## config.mk

```make
export PLATFORM = sky130hd
export DESIGN_NAME = peak_alarm
export DESIGN_NICKNAME = d
export VERILOG_FILES = /design/src/rtl/peak_alarm_pkg.sv /design/src/rtl/peak_alarm_timer.sv /design/src/rtl/peak_alarm.sv
export SDC_FILE = /design/constraint.sdc
export NUM_CORES = 1
export LEC_CHECK = 0
export ABC_CLOCK_PERIOD_IN_PS = 1900
export CORE_ASPECT_RATIO = 0.75
export CORE_MARGIN = 10
export CORE_UTILIZATION = 40
export CTS_CLUSTER_SIZE = 28
export DETAILED_ROUTE_END_ITERATION = 10
export DONT_BUFFER_PORTS = 1
export SETUP_SLACK_MARGIN = 0.02
export SLEW_MARGIN = 25
export SYNTH_ARGS = -nofsm -noshare
export SYNTH_HDL_FRONTEND = slang
export SYNTH_SLANG_ARGS = --single-unit
```

## constraint.sdc

```tcl
create_clock -name clk -period 1.9 [get_ports clk]
set_input_delay 0.285 -clock clk [delete_from_list [all_inputs] [get_ports clk]]
set_output_delay 0.285 -clock clk [all_outputs]
set_load 0.005 [all_outputs]
```

## src/rtl/peak_alarm_pkg.sv

```systemverilog
// peak_alarm shared types: 2-bit FSM state type and encodings,
// plus the saturating magnitude helper used by the optional ABS mode.
package peak_alarm_pkg;

  typedef logic [1:0] pa_state_t;

  localparam logic [1:0] PA_IDLE    = 2'd0;
  localparam logic [1:0] PA_PENDING = 2'd1;
  localparam logic [1:0] PA_ALARM   = 2'd2;
  localparam logic [1:0] PA_HOLD    = 2'd3;

  // -32768 has no positive twin; clamp so the result stays signed 16-bit.
  function automatic logic signed [15:0] abs_sat(
    input logic signed [15:0] v
  );
    if (v == 16'sh8000)
      return 16'sh7fff;
    else if (v < 0)
      return -v;
    else
      return v;
  endfunction

endpackage

```

## src/rtl/peak_alarm_timer.sv

```systemverilog
// Loadable up-counter shared by the debounce and hold phases.
// Ports: clk, rst (async low), clr, load/val, inc, term -> cnt, hit.
module peak_alarm_timer #(
  parameter int W = 4
) (
  input  logic         clk,
  input  logic         rst,
  input  logic         clr,
  input  logic         load,
  input  logic [W-1:0] val,
  input  logic         inc,
  input  logic [W-1:0] term,
  output logic [W-1:0] cnt,
  output logic         hit
);

  always_ff @(posedge clk or negedge rst) begin
    if (!rst)
      cnt <= '0;
    else if (clr)
      cnt <= '0;
    else if (load)
      cnt <= val;
    else if (inc)
      cnt <= cnt + 1'b1;
  end

  assign hit = (cnt == term);

endmodule

```

## src/rtl/peak_alarm.sv

```systemverilog
// Debounced peak alarm with hysteresis, hold time and event counter.
// Ports: clk, rst (async low), in (s16) -> alarm, state, events.
// Macro PEAK_ALARM_ABS_EN: compare |in| instead of signed in.
// EV_MAX sets the events saturation point (default 16'hFFFF).
module peak_alarm
  import peak_alarm_pkg::*;
#(
  parameter logic signed [15:0] HI_TH    = 16'sd12000,
  parameter logic signed [15:0] LO_TH    = 16'sd8000,
  parameter int                 DEBOUNCE = 16,
  parameter int                 HOLD     = 3000,
  parameter logic [15:0]        EV_MAX   = 16'hffff
) (
  input  logic               clk,
  input  logic               rst,
  input  logic signed [15:0] in,
  output logic               alarm,
  output logic [1:0]         state,
  output logic [15:0]        events
);

  localparam int CMAX = (DEBOUNCE > HOLD) ? DEBOUNCE : HOLD;
  localparam int CW   = $clog2(CMAX + 1);

  localparam logic [CW-1:0] D_TERM = CW'(DEBOUNCE - 1);
  localparam logic [CW-1:0] H_TERM = CW'(HOLD - 1);

  logic signed [15:0] mag;
  logic               hi;
  logic               lo;
  pa_state_t          state_q;
  pa_state_t          nxt;
  logic               clr;
  logic               load;
  logic               inc;
  logic               enter;
  logic [CW-1:0]      term;
  logic [CW-1:0]      cnt;
  logic               hit;

`ifdef PEAK_ALARM_ABS_EN
  assign mag = abs_sat(in);
`else
  assign mag = in;
`endif

  assign hi = (mag >= HI_TH);
  assign lo = (mag <= LO_TH);

  // Only PENDING and HOLD consult the terminal compare.
  assign term = (state_q == PA_PENDING) ? D_TERM : H_TERM;

  always_comb begin
    nxt   = state_q;
    clr   = 1'b0;
    load  = 1'b0;
    inc   = 1'b0;
    enter = 1'b0;
    unique case (state_q)
      PA_IDLE: begin
        if (hi) begin
          if (DEBOUNCE == 1) begin
            nxt   = PA_ALARM;
            enter = 1'b1;
          end else begin
            nxt  = PA_PENDING;
            load = 1'b1;
          end
        end
      end
      PA_PENDING: begin
        if (!hi) begin
          nxt = PA_IDLE;
          clr = 1'b1;
        end else if (hit) begin
          nxt   = PA_ALARM;
          enter = 1'b1;
        end else begin
          inc = 1'b1;
        end
      end
      PA_ALARM: begin
        if (lo) begin
          nxt = PA_HOLD;
          clr = 1'b1;
        end
      end
      PA_HOLD: begin
        if (hi)
          nxt = PA_ALARM;
        else if (hit)
          nxt = PA_IDLE;
        else
          inc = 1'b1;
      end
    endcase
  end

  peak_alarm_timer #(
    .W(CW)
  ) u_timer (
    .clk  (clk),
    .rst  (rst),
    .clr  (clr),
    .load (load),
    .val  (CW'(1)),
    .inc  (inc),
    .term (term),
    .cnt  (cnt),
    .hit  (hit)
  );

  always_ff @(posedge clk or negedge rst) begin
    if (!rst) begin
      state_q <= PA_IDLE;
      alarm   <= 1'b0;
      events  <= '0;
    end else begin
      state_q <= nxt;
      alarm   <= (nxt == PA_ALARM) || (nxt == PA_HOLD);
      if (enter && events != EV_MAX)
        events <= events + 16'd1;
    end
  end

  assign state = state_q;

endmodule

```

==> results.cfg, run 1 <==
[grt]
track_usage_pct = 13.36
grt_pass1_wl_mm = 8.901
grt_overflow = 0
grt_pass1_vias = 1829
antenna_found_initial = 0
grt_max_degree = 32

[drt]
drc = 0
dr.pass1.iters = 4
drt_wl_total_mm = 5.295
route.top_layer_used = met4
postRouteAntennaNets = 0
wl_met2_mm = 2.579
post_drt_wl_per_cell_um = 17.36
via_per_inst = 5.748
wl_met1_mm = 2.425
via_count = 1753
wl_met3_um = 248
drtIter0Drc = 123

[final_layout]
n_antenna_cell = 0
num-fill-cells = 384
instances_no_fill = 305
layout_commonest_cell = buf_4
seq_area_um2 = 777.0
layout_common_cells = buf_4 (38), dfrtp_1 (30), a21oi_1 (12)
final_cell_area_mm2 = 0.002719
final_util_pct = 59.47
nets = 272
drive_gt1_share_pct = 36.29
multi_input_area_mm2 = 0.001304
area_delta_synth_final_pct = 40.28

[sta]
tightest_slew_ps = 369.6
period_needed_ps = 2024
layout_setup_ws_ps = -124.4
fin_skew_ps = 4.885
fmax_mhz = 494.0
finalSetupViolCount = 17
final-hold-violation-count = 0
whs_ps = 395.0
rsz0062_at_grt = true
drv_slew = 0
max_slew_margin_pct = 75.22
period_share_pct = 106.5

[yosys]
synth-seq-area-share_pct = 40.03
ys_async_sr_fraction_pct = 100.0
synth_edf_count = 0
synthCells = 199
synth_seq_cells = 31
synthesis.nets = 224
synth_ff_type = dfrtp_1
ys_warn_count = 0
avgSynthCellArea_um2 = 9.739
post_synth_num_cell_types = 41
post_synth_instance_area_mm2 = 0.001938

[placement]
placed_cells = 292
place_ws_ps = -154.7
io_buffers = 0
dp_hpwl_mm = 3.897
globalplace.congestion = 0.8679
placed_cell_area_mm2 = 0.002409

[floorplanning]
die_height_um = 80.28
core_mm2 = 0.004572
row_count = 21
die_x_um = 100.4
start_util_pct = 42.39
die_area_mm2 = 0.008058
io_pins = 37

[worst_hold_path]
worstHoldPathType = primary input to flop

[run_status]
violations = negative setup slack
outcome = complete, but fails checks

[worst_setup_path]
cp-end-kind = flop
critPathLaunchType = flop
required_ps = 2090
cp_max_fo = 6
critPathKind = flop to flop
arrival_ps = 2210

[clock_network]
clk-insertion-delay-late_ps = 280
htree_levels = 2
cts_buffer_depth = 2
clock-sinks = 31
cts_tree = built
cts_buffers = 5
cts_root_buf = clkbuf_8
clkTransAtPathRegs_ps = 60

[power]
max-vdd-ir-drop_mv = 0.7228
powerDensity_mw_per_mm2 = 787.9
p_leak_nw = 1.126

[job]
maxCapViolations = 0
## report_power, final
part	leakage, nW	switching, mW	internal [mW]
combinational	0.667	0.452	0.358
clock	0.0515	0.243	0.331
sequential	0.408	0.0398	0.719
total	1.13	0.734	1.41
## area by class of cell
| class | count | area share [%] |
|---|---|---|
| Clock buffer | 8 | 3.682 |
| Multi-Input combinational cell | 154 | 47.95 |
| Sequential cell | 31 | 28.58 |
| Timing Repair Buffer | 47 | 16.06 |
| Tap cell | 57 | 2.623 |
| Inverter | 8 | 1.104 |
## path summary, 6_finish.rpt
kind	startpoint	end	slack, ps	depth (start not counted)
setup / recovery	u_timer.cnt[11]	events[5]	-120	6
hold / removal	in[15]	u_timer.cnt[0]	390	4
setup reg to reg	u_timer.cnt[11]	events[5]	-120	6
hold reg to reg	events[11]	events[11]	540	1
max in group asynchronous	rst	u_timer.cnt[4]	1280	2
min in group asynchronous	rst	alarm	440	2
## metal layers
| layer | vias up | GRT usage (%) |
|---|---|---|
| li1 | 855 | - |
| met1 | 868 | 16.90 |
| met2 | 24 | 21.60 |
| met3 | 6 | 4.277 |
| met4 | 0 | 3.239 |
| met5 | - | 0 |
## kinds of logic (layout without fill, tap and decap cells)
| group | Yosys count | after routing | share of synthesized area (%) |
|---|---|---|---|
| and+or+nand+nor | 89 | 89 | 30.21 |
| AOI/OAI and AO/OA | 42 | 42 | 14.46 |
| DFF | 31 | 31 | 40.03 |
| buffers and inverters | 14 | 63 | 3.228 |
| xor gates and xnor gates | 13 | 13 | 5.875 |
| adders and majority gates | 7 | 7 | 4.519 |
| muxes | 3 | 3 | 1.678 |
## per-stage QoR
step                      total power [mW]  TNS, ps
after floorplan                      1.206   -24.18
after CTS                            2.142   -805.3
after global placement               1.485   -655.2
after detailed placement             1.515    -1012
after global routing                 2.298    -2752
final                                2.142   -707.5
## state kept, by name (all words and copies together) (netlist names)
signal / flops
u_timer.cnt: 12
alarm: 1
events: 16
state: 2
## synthesized netlist by cell type (all sizes together) (7+ instances only)
library cell / number / share of area (%)
nor2: 11 / 2.1
o31ai: 10 / 3.9
nor3: 8 / 2.1
dfrtp: 31 / 40
ha: 7 / 4.5
inv: 8 / 1.5
nor4: 11 / 6.3
xor2: 9 / 4.1
nand4: 11 / 3.9
a21oi: 13 / 3.4
or4: 10 / 4.1
nand3: 13 / 3.4
o21ai: 8 / 2.1
nand2: 11 / 2.1
## timing repair
action                     CTS  global route
pin swaps                    7             9
gates cloned                 1             0
setup endpoints to repair   22            25
hold buffers                 2             0
resized for setup           15            15
hold endpoints to repair    31             0
buffers inserted             2             1
## critical path: stages (launching register included)
cell and delay, ps:
dfrtp_1 380, or4_4 550, nor4_4 210, nand4_4 210
buf_4 200, nor3_2 200, xor2_1 190
(Power assumes the default switching activity.)
==> run 2, diff against run 1 <==
--- a/config.mk
+++ b/config.mk
@@ -9,6 +9,7 @@
 export CORE_ASPECT_RATIO = 0.75
 export CORE_MARGIN = 10
 export CORE_UTILIZATION = 40
+export CTS_CLUSTER_DIAMETER = 80
 export CTS_CLUSTER_SIZE = 28
 export DETAILED_ROUTE_END_ITERATION = 10
 export DONT_BUFFER_PORTS = 1
==> results of run 2 <==
The final DEF is identical to that of run 1; final timing and power are the same.
==> run 3, diff against run 2 <==
--- a/config.mk
+++ b/config.mk
@@ -5,7 +5,7 @@
 export SDC_FILE = /design/constraint.sdc
 export NUM_CORES = 1
 export LEC_CHECK = 0
-export ABC_CLOCK_PERIOD_IN_PS = 1900
+export ABC_CLOCK_PERIOD_IN_PS = 1700
 export CORE_ASPECT_RATIO = 0.75
 export CORE_MARGIN = 10
 export CORE_UTILIZATION = 40
==> constraint.sdc (replaced) <==
create_clock -name clk -period 1.7 [get_ports clk]
set_input_delay 0.255 -clock clk [delete_from_list [all_inputs] [get_ports clk]]
set_output_delay 0.255 -clock clk [all_outputs]
set_load 0.005 [all_outputs]
==> run 3 against run 2 <==
  * The flow still finishes with violations (negative setup slack)
  * Setup slack worse by 140 ps
  * Power increased by 35%
  * Core utilization grew 5.5 points
  * Die area stayed put
  * Sequential share of layout area is 2.4 points lower
  * Via count is 7.6% higher
==> results.cfg, run 3 (synthesized netlist as in run 1, its figures left out) <==
[drt]
post_drt_wl_per_cell_um = 18.47
dr.pass1.iters = 4
postRouteAntennaNets = 0
via_count = 1886
via_per_inst = 5.768
drtIter0Drc = 121
drc = 0
drt_wl_total_mm = 6.040

[grt]
grt_pass1_wl_mm = 9.873
grt_overflow = 0
track_usage_pct = 14.85
antenna_found_initial = 0
grt_max_degree = 32
grt_pass1_vias = 1967

[worst_hold_path]
hold_start = in[15]
worstHoldPathCells = 4
min_to = u_timer.cnt[0]
worstHoldPathType = primary input to flop

[power]
max-vdd-ir-drop_mv = 0.8937
powerDensity_mw_per_mm2 = 974.0
total_power_mw = 2.892
p_leak_nw = 1.248

[worst_setup_path]
slowest_stage = or4_4
critical_path.cell_chain = or4_4 -> nor4_4 -> buf_4 -> nand4_4 -> buf_4 -> nor4_4 -> xor2_1
reg2reg_from = u_timer.cnt[11]
arrival_ps = 2170
cp_max_fo = 5
critPathKind = flop to flop
rr_endpoint = events[15]
cp-end-kind = flop
required_ps = 1910
critPathLaunchType = flop
r2r_cells = 7
crit_path_max_incr_delay_ps = 550
rrSetupSlack_ps = -260

[run_status]
violations = negative setup slack
outcome = complete, but fails checks

[floorplanning]
io_pins = 37
die_x_um = 100.4
row_count = 21
die_height_um = 80.28
core_mm2 = 0.004572
die_area_mm2 = 0.008058
start_util_pct = 42.39

[placement]
placed_cell_area_mm2 = 0.002521
io_buffers = 0
dp_hpwl_mm = 4.211
placed_cells = 306
globalplace.congestion = 0.8375

[final_layout]
layout_commonest_cell = buf_4
instances_no_fill = 327
n_antenna_cell = 0
nets = 294
area_delta_synth_final_pct = 53.20
drive_gt1_share_pct = 47.04
final_cell_area_mm2 = 0.002969
largest_reg_flops = 16
regMostFlops = events
layout_common_cells = buf_4 (54), dfrtp_1 (29), nand3_1 (12), buf_6 (12), nand2_1 (11)

[job]
maxCapViolations = 0

[sta]
max_slew_margin_pct = 63.43
tightest_slew_ps = 544.4
period_share_pct = 115.3
layout_setup_ws_ps = -260.1
fmax_mhz = 510.2
period_needed_ps = 1960
drv_slew = 0
final-hold-violation-count = 0
rsz0062_at_grt = true
fin_skew_ps = 4.871
finalSetupViolCount = 28

[clock_network]
htree_levels = 2
clkTransAtPathRegs_ps = 60
cts_buffers = 5
cts_buffer_depth = 2
clock-sinks = 31
clk-insertion-delay-late_ps = 280
cts_tree = built
cts_root_buf = clkbuf_8
==> run 3: cell count changes in the layout (fill, tap and decap cells not counted), moves of 4 or more <==
cell     before  now
buf_4        38   54
or4_4         1    7
a21oi_1      12    7
nand3_2       4    0
buf_6         3   12
a21oi_2       1    5
or4_1         9    3
==> run 3: worst max path at each step <==
stage,from,endpoint,slack (ps),cells after the start
after floorplan,u_timer.cnt[8],events[1],-190,5
final,u_timer.cnt[11],events[15],-260,7
after global routing,u_timer.cnt[11],events[6],-400,7
after global placement,u_timer.cnt[11],events[9],-190,6
after CTS,u_timer.cnt[11],events[15],-290,5
after detailed placement,u_timer.cnt[11],events[15],-330,5
==> run 3: repair_timing <==
item,4_1_cts,5_1_grt
pin swaps,9,12
gates cloned,3,0
buffers inserted,4,6
setup endpoints to repair,31,31
gates resized for setup,45,13
hold endpoints to repair,31,0
hold buffers,2,0
==> run 3: area by class of cell <==
type / instances / area, um^2
clock inverters: 2 / 35.03
clock buffers: 6 / 82.58
flip-flops and latches: 31 / 778.2
inverters: 8 / 30.03
well taps: 57 / 71.32
multi-input cells: 154 / 1381
fillers: 343 / 1603
repair buffers: 69 / 590.6
==> run 3: power breakdown <==
part	switching (mW)	internal, mW
Sequential	0.0446	0.803
Clock	0.288	0.474
Combinational	0.662	0.620
==> run 3: worst max-delay path: cells and delay by family, from the launching register on <==
family	cells	cell delay [ps]
AND/OR/NAND/NOR	4	990
flip-flops	1	380
buffers and inverters	2	350
XOR/XNOR	1	170
==> run 3: per-stage QoR <==
| step | hold slack [ps] | utilization (%) | setup slack (ps) | TNS [ps] |
|---|---|---|---|---|
| after floorplan | -40.59 | - | -191.7 | -3283 |
| after global placement | -39.31 | 55.14 | -194.2 | -4101 |
| after detailed placement | -39.26 | 55.14 | -326.6 | -5742 |
| after CTS | 352.0 | 63.08 | -288.3 | -6268 |
| after global routing | 391.8 | 64.94 | -403.8 | -8813 |
| final | 367.3 | 64.94 | -260.1 | -5440 |
==> run 3: layer usage <==
metal / track usage, % / vias to the layer above / wire (um)
met4: 2.817 / 0 / 24
li1: - / 899 / -
met5: 0 / - / 0
met3: 5.560 / 4 / 447
met2: 23.78 / 45 / 2822
met1: 18.76 / 938 / 2746
